`config.mk`:
```
export PLATFORM = sky130hd
export DESIGN_NAME = bin2bcd_seq
export DESIGN_NICKNAME = d
export VERILOG_FILES = /design/src/rtl/bin2bcd_seq.sv
export SDC_FILE = /design/constraint.sdc
export NUM_CORES = 1
export LEC_CHECK = 0
export CORE_MARGIN = 1.5
export CORE_UTILIZATION = 58
export DETAILED_ROUTE_END_ITERATION = 10
export PLACE_DENSITY = 0.91
export SYNTH_ARGS = -nofsm -noshare
export SYNTH_HDL_FRONTEND = slang
export SYNTH_SLANG_ARGS = --single-unit
```
`constraint.sdc`:
```
create_clock -name clk -period 2.4 [get_ports clk]
set_input_delay 0.36 -clock clk [delete_from_list [all_inputs] [get_ports clk]]
set_output_delay 0.36 -clock clk [all_outputs]
set_load 0.05 [all_outputs]
```
`src/rtl/bin2bcd_seq.sv`:
```
// Sequential binary-to-BCD converter (shift-and-add-3), one bit per clock.
// Optional two's-complement input mode: define BIN2BCD_SIGNED_EN.
module bin2bcd_seq #(
    parameter int BIN_W  = 12,
    parameter int DIGITS = 4
) (
    input  logic                  clk,
    input  logic                  reset,
    input  logic                  en,
    input  logic [BIN_W-1:0]      bin,
    output logic                  busy,
    output logic                  rdy,
    output logic [4*DIGITS-1:0]   bcd_out,
    output logic                  ovf,
    output logic                  sign
);

    localparam int BW = 4 * DIGITS;
    localparam int CW = $clog2(BIN_W + 1);

    typedef enum logic {
        IDLE,
        CONV
    } state_t;

    state_t            state;
    logic [BIN_W-1:0]  sh;
    logic [BW-1:0]     bcd_w;
    logic [CW-1:0]     cnt;
    logic              ovf_acc;

    logic [BIN_W-1:0]  operand;
    logic [BW-1:0]     adj;
    logic [BW-1:0]     bcd_nx;
    logic [BIN_W-1:0]  sh_nx;
    logic              ovf_nx;
    logic              last;

`ifdef BIN2BCD_SIGNED_EN
    logic              sign_cap;

    // Magnitude of a two's-complement operand; the most negative value
    // maps to 2^(BIN_W-1) as an unsigned number.
    always_comb begin
        operand = bin;
        if (bin[BIN_W-1]) begin
            operand = (~bin) + BIN_W'(1);
        end
    end
`else
    assign operand = bin;
    assign sign    = 1'b0;
`endif

    // Add 3 to every digit that is 5 or more, all digits in parallel.
    always_comb begin
        adj = bcd_w;
        for (int i = 0; i < DIGITS; i++) begin
            if (bcd_w[4*i +: 4] >= 4'd5) begin
                adj[4*i +: 4] = bcd_w[4*i +: 4] + 4'd3;
            end
        end
    end

    // A set MSB in the adjusted top digit is lost by the shift: overflow.
    assign bcd_nx = {adj[BW-2:0], sh[BIN_W-1]};
    assign sh_nx  = {sh[BIN_W-2:0], 1'b0};
    assign ovf_nx = ovf_acc | adj[BW-1];
    assign last   = (cnt == CW'(BIN_W - 1));

    // Control FSM, working register and registered result outputs.
    always_ff @(posedge clk or posedge reset) begin
        if (reset) begin
            state    <= IDLE;
            sh       <= '0;
            bcd_w    <= '0;
            cnt      <= '0;
            ovf_acc  <= 1'b0;
            busy     <= 1'b0;
            rdy      <= 1'b0;
            bcd_out  <= '0;
            ovf      <= 1'b0;
`ifdef BIN2BCD_SIGNED_EN
            sign_cap <= 1'b0;
            sign     <= 1'b0;
`endif
        end else begin
            rdy <= 1'b0;
            unique case (state)
                IDLE: begin
                    if (en) begin
                        sh       <= operand;
                        bcd_w    <= '0;
                        cnt      <= '0;
                        ovf_acc  <= 1'b0;
                        busy     <= 1'b1;
`ifdef BIN2BCD_SIGNED_EN
                        sign_cap <= bin[BIN_W-1];
`endif
                        state    <= CONV;
                    end
                end
                CONV: begin
                    bcd_w   <= bcd_nx;
                    sh      <= sh_nx;
                    ovf_acc <= ovf_nx;
                    cnt     <= cnt + CW'(1);
                    if (last) begin
                        bcd_out <= bcd_nx;
                        ovf     <= ovf_nx;
`ifdef BIN2BCD_SIGNED_EN
                        sign    <= sign_cap;
`endif
                        rdy     <= 1'b1;
                        busy    <= 1'b0;
                        state   <= IDLE;
                    end
                end
                default: state <= IDLE;
            endcase
        end
    end

endmodule
```
==> results of run 1 <==
## state kept, by name, indices dropped and copies added, names as in the netlist
name	count
ovf	1
cnt	4
busy	1
rdy	1
ovf_acc	1
bcd_w	16
sh	12
bcd_out	16
state	1
## Yosys cell counts, drive strengths merged (2+ instances only)
library cell,count,share of area (%)
dfrtp,53,52
nor2,6,0.88
nand2,28,4.1
buf,11,2.6
nor3b,7,2.1
clkbuf,2,0.29
nor3,7,1.4
xnor2,5,1.7
a21oi,15,3.5
nand3,5,1.5
mux2,8,4.3
mux2i,16,6.3
ha,9,4.4
inv,12,1.9
a21o,5,1.5
nand2b,4,0.98
o22ai,3,0.74
a22o,6,2.1
o21ai,30,5.9
## metal layers
layer  wire [µm]  global-route usage (%)  vias up
met2        2320                    36.2       44
met1        2200                    28.5      891
met4          40                    6.97        0
met5           0                       0        -
li1            -                       -      894
met3         196                    4.51        6
## per-stage QoR
step                setup WS (ns)  power, µW  instance area, µm²  instances
floorplan                   0.754       3230                2550        239
global placement            0.760       3730                2910        315
detailed placement          0.693       3820                2910        315
CTS                         0.524       4380                3010        323
global route                0.487       4690                3010        323
finish                      0.518       4370                3010        323
## cell families after synthesis
family | count (synthesis) | share of synthesized area (%)
flops | 53 | 52.1
buf+inv | 25 | 4.76
mux | 24 | 10.6
compound gates | 62 | 14.6
fa+ha+maj | 9 | 4.42
xor+xnor | 5 | 1.72
simple gates | 60 | 11.7
other cells | 1 | 0.147
## path summary, 6_finish.rpt
kind,start,to,slack [ns],cells after the start
setup / recovery,bcd_out[15]$_DFFE_PP0P_,bcd_out[15],0.52,1
hold / removal,reset,bcd_out[15]$_DFFE_PP0P_,0.42,2
hold reg to reg,bcd_out[7]$_DFFE_PP0P_,bcd_out[7]$_DFFE_PP0P_,0.49,2
setup reg to reg,cnt[0]$_DFFE_PP0P_,bcd_out[13]$_DFFE_PP0P_,0.68,5
min in group clk,bcd_out[7]$_DFFE_PP0P_,bcd_out[7]$_DFFE_PP0P_,0.49,2
max in group asynchronous,reset,ovf_acc$_DFFE_PP0P_,1.37,3
## power groups by stage
stage / registers (µW) / clock network (µW) / logic, µW
6_report: 1600 / 548 / 2220
5_1_grt: 1660 / 595 / 2440
4_1_cts: 1600 / 552 / 2230
3_5_place_dp: 1610 / 0 / 2210
3_3_place_gp: 1600 / 0 / 2130
2_1_floorplan: 2020 / 0 / 1210
## placed cells by master, fill, tap and decap left out, types with 4 or more instances in the layout
cell type        instances
dfrtp_1                 53
xnor2_1                  5
inv_1                   10
mux2i_1                 16
mux2_4                   5
clkdlybuf4s50_1         33
buf_4                    6
a21o_1                   5
a21oi_1                 11
nand2_1                 28
a22o_1                   6
nor3_1                   7
o21ai_0                 30
ha_1                     9
clkbuf_8                 7
a21oi_2                  4
nand3_1                  4
nor3b_1                  7
nor2_1                   6
nand2b_1                 4
## final cells by class
cell class	count	share of cell area, %
flip-flops and latches	53	44.0
multi-input cells	161	36.5
repair buffers	39	12.5
clock buffers	7	3.20
well taps	50	2.08
inverters	12	1.58
clock inverters	1	0.166
==> flow_summary_export.csv, run 1 <==
group,metric,value,unit
worst_setup_path,cp_slowest_cell,"clkdlybuf4s50_1",
synthesis,synth-seq-cells,53,
worst_setup_path,cp_max_fo,2,
synthesis,ys.flop_type,"dfrtp_1",
flow_run,cap_violations,0,
grt,grt_usage,21.7,%
final_layout,register_area,1330,µm²
sta,worst_hold_slack,0.423,ns
synthesis,synth_area_per_cell,10.7,µm²
sta,fin_crit,1.88,ns
floorplanning,rows,23,
sta,rsz0062_at_grt,"false",
clock_network,cts-resized-gates,0,
final_layout,post-route-util,73.2,%
power_and_ir_drop,pwr-share-comb,50.9,%
placed_design,dp.final_hpwl,3.31,mm
clock_network,root_buffer,"clkbuf_8",
worst_setup_path,crit_buf_inv,1,
clock_network,clkLatencyLatePin,0.31,ns
synthesis,syn-cell-area,2550,µm²
detailed_routing,drt_drc_violations_left,0,
floorplanning,die_y,69.3,µm
sta,fmax,531,MHz
placed_design,io_buffers,33,
worst_setup_path,cp_cell_sequence,"clkdlybuf4s50_1",
sta,worst_pin_slew,0.581,ns
worst_setup_path,cp-end-kind,"output pin",
synthesis,synth.distinct_cells,32,
clock_network,cts_tree,"done",
final_layout,fill_cells,304,
detailed_routing,postRouteAntennaNets,0,
power_and_ir_drop,p_sw,1900,µW
worst_setup_path,cp.required,2.04,ns
power_and_ir_drop,clkPwrFrac,12.5,%
worst_setup_path,cpPeakStageDelay,0.81,ns
run_status,outcome,"finished clean",
floorplanning,dieArea,4800,µm²
power_and_ir_drop,max-vdd-ir-drop,728,µV
clock_network,clk_path_buf_depth,2,
synthesis,netlist_instances,239,
sta,hold_violations,0,
detailed_routing,wirelength,4.75,mm
detailed_routing,drtIter0Drc,89,
detailed_routing,drt_first_pass_iters,4,
detailed_routing,via_count,1835,
worst_setup_path,arrival,1.52,ns
power_and_ir_drop,intPower,2470,µW
final_layout,final_nets,296,
power_and_ir_drop,p_seq_share,36.6,%
final_layout,synthToLayoutAreaGrowth,18.3,%
clock_network,post-cts-setup-buffer-count,0,
clock_network,cts_buffers,5,
worst_setup_path,worstSetupPathType,"flip-flop to output pin",
sta,slew_headroom,61.2,%
sta,setup_viol,0,
synthesis,synth_edf_count,0,
detailed_routing,drt-vias-per-instance,5.68,
sta,skew,0.0109,ns
clock_network,cts.sinks,53,
final_layout,diodes,0,
grt,grt_antenna_before_repair,0,
sta,period_share,78.4,%
synthesis,yosysSeqAreaShare,52.1,%
final_layout,multi_input_area,1100,µm²
clock_network,path_clk_slew,0.10,ns
power_and_ir_drop,p_sw_share,43.4,%
synthesis,yosys_warnings,0,
sta,tns,0,ns
grt,grt_pass1_wl,8.42,mm
grt,grt_overflow,0,
grt,first_global_vias,1848,
clock_network,cts_hold_buf,0,
power_and_ir_drop,power.leakage,0.00139,µW
placed_design,place.gp.congestion,0.809,
worst_setup_path,start_kind,"flip-flop",
final_layout,layout-drive-gt1-share,11.0,%
floorplanning,die_w,69.3,µm
floorplanning,io-pin-count,35,
detailed_routing,wire_per_inst,14.7,µm
clock_network,htreeDepth,2,
synthesis,async_flop_share,100,%
min_path,hold_class,"input pin to asynchronous set/reset pin",
floorplanning,coreArea,4120,µm²
power_and_ir_drop,p_per_area,1450,nW/µm²
worst_setup_path,critPathTopFamily,"buffers and inverters",
sta,drv_slew,0,
floorplanning,initial_core_util,61.9,%
grt,grt_max_degree,29,
synthesis,syn_nets,263,
Power figures use the tool's default switching activity.
==> run 2, diff against run 1 <==
--- a/config.mk
+++ b/config.mk
@@ -6,9 +6,9 @@
 export NUM_CORES = 1
 export LEC_CHECK = 0
 export CORE_MARGIN = 1.5
-export CORE_UTILIZATION = 58
+export CORE_UTILIZATION = 54
 export DETAILED_ROUTE_END_ITERATION = 10
-export PLACE_DENSITY = 0.91
+export PLACE_DENSITY = 0.86
 export SYNTH_ARGS = -nofsm -noshare
 export SYNTH_HDL_FRONTEND = slang
 export SYNTH_SLANG_ARGS = --single-unit
==> constraint.sdc (replaced) <==
create_clock -name clk -period 1.74 [get_ports clk]
set_input_delay 0.261 -clock clk [delete_from_list [all_inputs] [get_ports clk]]
set_output_delay 0.261 -clock clk [all_outputs]
set_load 0.05 [all_outputs]
==> run 2 against run 1 <==
  * Combinational power rose by 34%
  * Total power increased by 35%
  * Register-to-register slack lost 0.55 ns
  * Critical path depth up 4
  * Utilization is 5.5 points lower
  * Clock-buffer cell count unchanged
  * Sequential cell count unchanged
  * Hold slack got worse by 0.18 ns
  * Die area is 7.1% higher
  * Design area down 0.17%
  * Global-route usage down 1.0 points
  * Largest cell class unchanged
  * Worst setup slack got worse by 0.39 ns
  * Highest routed layer unchanged
==> flow_summary_export.csv, run 2 (same netlist as run 1, synthesis figures left out) <==
group,metric,value,unit
detailed_routing,wire_per_inst,14.5,µm
final_layout,layout_common_cells,"53 x dfrtp_1, 30 x o21ai_0, 28 x nand2_1",
clock_network,clk_path_buf_depth,2,
worst_setup_path,start_kind,"flip-flop",
final_layout,layout-drive-gt1-share,18.5,%
sta,tns,0,ns
sta,hold_violations,0,
flow_run,cap_violations,0,
detailed_routing,drt_first_pass_iters,6,
detailed_routing,via_count,1824,
final_layout,fill_cells,361,
grt,first_global_vias,1857,
clock_network,post-cts-setup-buffer-count,0,
detailed_routing,drtIter0Drc,60,
grt,grt_antenna_before_repair,0,
sta,setup_viol,0,
sta,fmax,620,MHz
final_layout,final_nets,300,
placed_design,pre_cts_slack,0.169,ns
grt,grt_pass1_wl,8.29,mm
detailed_routing,wirelength,4.76,mm
clock_network,root_buffer,"clkbuf_8",
clock_network,htreeDepth,2,
worst_setup_path,cp.required,1.99,ns
detailed_routing,drt-vias-per-instance,5.56,
final_layout,final_common_cell,"dfrtp_1",
clock_network,cts_tree,"done",
floorplanning,rows,24,
grt,grt_max_degree,24,
power_and_ir_drop,p_sw_share,43.7,%
floorplanning,dieArea,5140,µm²
placed_design,io_buffers,33,
sta,setup_slack,0.128,ns
floorplanning,die_w,71.7,µm
final_layout,largestRegisters,"bcd_out (16), bcd_w (16), sh (12)",
sta,period_share,92.7,%
placed_design,dp.final_hpwl,3.36,mm
worst_setup_path,arrival,1.87,ns
floorplanning,initial_core_util,57.3,%
power_and_ir_drop,p_per_area,1960,nW/µm²
power_and_ir_drop,power.leakage,0.00143,µW
power_and_ir_drop,p_seq_share,37.6,%
final_layout,post-route-util,67.7,%
final_layout,finalInstanceArea,3010,µm²
worst_setup_path,cp_max_fo,5,
power_and_ir_drop,pwr-share-comb,50.5,%
placed_design,dpl_cell_area,2920,µm²
floorplanning,die_y,71.7,µm
run_status,outcome,"finished clean",
grt,grt_usage,20.7,%
floorplanning,io-pin-count,35,
sta,rsz0062_at_grt,"false",
clock_network,cts_buffers,5,
clock_network,cts.sinks,53,
worst_setup_path,worstSetupPathType,"flip-flop to flip-flop",
worst_setup_path,cp-end-kind,"flip-flop",
floorplanning,coreArea,4440,µm²
placed_design,place.gp.congestion,0.816,
clock_network,cts_hold_buf,0,
sta,drv_slew,0,
power_and_ir_drop,p_sw,2580,µW
power_and_ir_drop,clkPwrFrac,11.8,%
sta,fin_crit,1.61,ns
power_and_ir_drop,max-vdd-ir-drop,743,µV
final_layout,diodes,0,
sta,skew,0.00620,ns
final_layout,synthToLayoutAreaGrowth,18.1,%
grt,grt_overflow,0,
clock_network,cts-resized-gates,0,
clock_network,clkLatencyLatePin,0.31,ns
detailed_routing,postRouteAntennaNets,0,
power_and_ir_drop,intPower,3320,µW
clock_network,path_clk_slew,0.09,ns
min_path,hold_class,"input pin to asynchronous set/reset pin",
detailed_routing,drt_drc_violations_left,0,
## run 2: critical path, stage by stage (launching register included)
cell and delay, ns:
dfrtp_1 0.46, ha_1 0.23, nand2b_1 0.17, a21oi_2 0.22, mux2i_1 0.29, mux2_2 0.19
## run 2: cell type report
cell class | instances | area (µm²) | share of cell area, %
multi-input combinational | 161 | 1100 | 36.6
timing repair buffer | 43 | 383 | 12.7
tap | 52 | 65.1 | 2.16
inverter | 12 | 47.5 | 1.58
sequential | 53 | 1330 | 44.1
clock buffer | 7 | 86.3 | 2.87
## run 2: through the flow
step	power [µW]	instances	hold WS [ns]
2_1_floorplan	4450	239	0.417
3_3_place_gp	5110	321	0.459
3_5_place_dp	5220	321	0.472
4_1_cts	5950	328	0.249
5_1_grt	6340	328	0.281
6_report	5900	328	0.242
## run 2: layer usage
metal | GRT usage, % | routed length [µm] | vias to the layer above
met1 | 26.4 | 2170 | 893
met4 | 5.66 | 48 | 0
li1 | - | - | 893
met5 | 0 | 0 | -
met2 | 35.6 | 2400 | 32
met3 | 4.78 | 141 | 6
## run 2: final timing paths
check	start	end	slack [ns]	depth (start not counted)
min in group clk	bcd_out[8]$_DFFE_PP0P_	bcd_out[8]$_DFFE_PP0P_	0.48	2
hold reg to reg	bcd_out[8]$_DFFE_PP0P_	bcd_out[8]$_DFFE_PP0P_	0.48	2
hold / removal	reset	bcd_out[1]$_DFFE_PP0P_	0.24	2
setup / recovery	bcd_w[12]$_DFFE_PP0P_	bcd_out[14]$_DFFE_PP0P_	0.13	5
max in group asynchronous	reset	bcd_out[11]$_DFFE_PP0P_	1.06	3
setup reg to reg	bcd_w[12]$_DFFE_PP0P_	bcd_out[14]$_DFFE_PP0P_	0.13	5
## run 2: power by group through the flow
stage	logic (µW)	registers, µW	clock network, µW
after floorplan	1660	2790	0
after global placement	2890	2220	0
after detailed placement	2980	2240	0
after CTS	3010	2220	713
after global routing	3280	2300	755
final	2980	2220	700
==> run 3, diff against run 2 <==
--- a/config.mk
+++ b/config.mk
@@ -9,6 +9,7 @@
 export CORE_UTILIZATION = 54
 export DETAILED_ROUTE_END_ITERATION = 10
 export PLACE_DENSITY = 0.86
+export SLEW_MARGIN = 20
 export SYNTH_ARGS = -nofsm -noshare
 export SYNTH_HDL_FRONTEND = slang
 export SYNTH_SLANG_ARGS = --single-unit
==> results of run 3 <==
No change in the layout: final DEF, timing and power equal those of run 2.
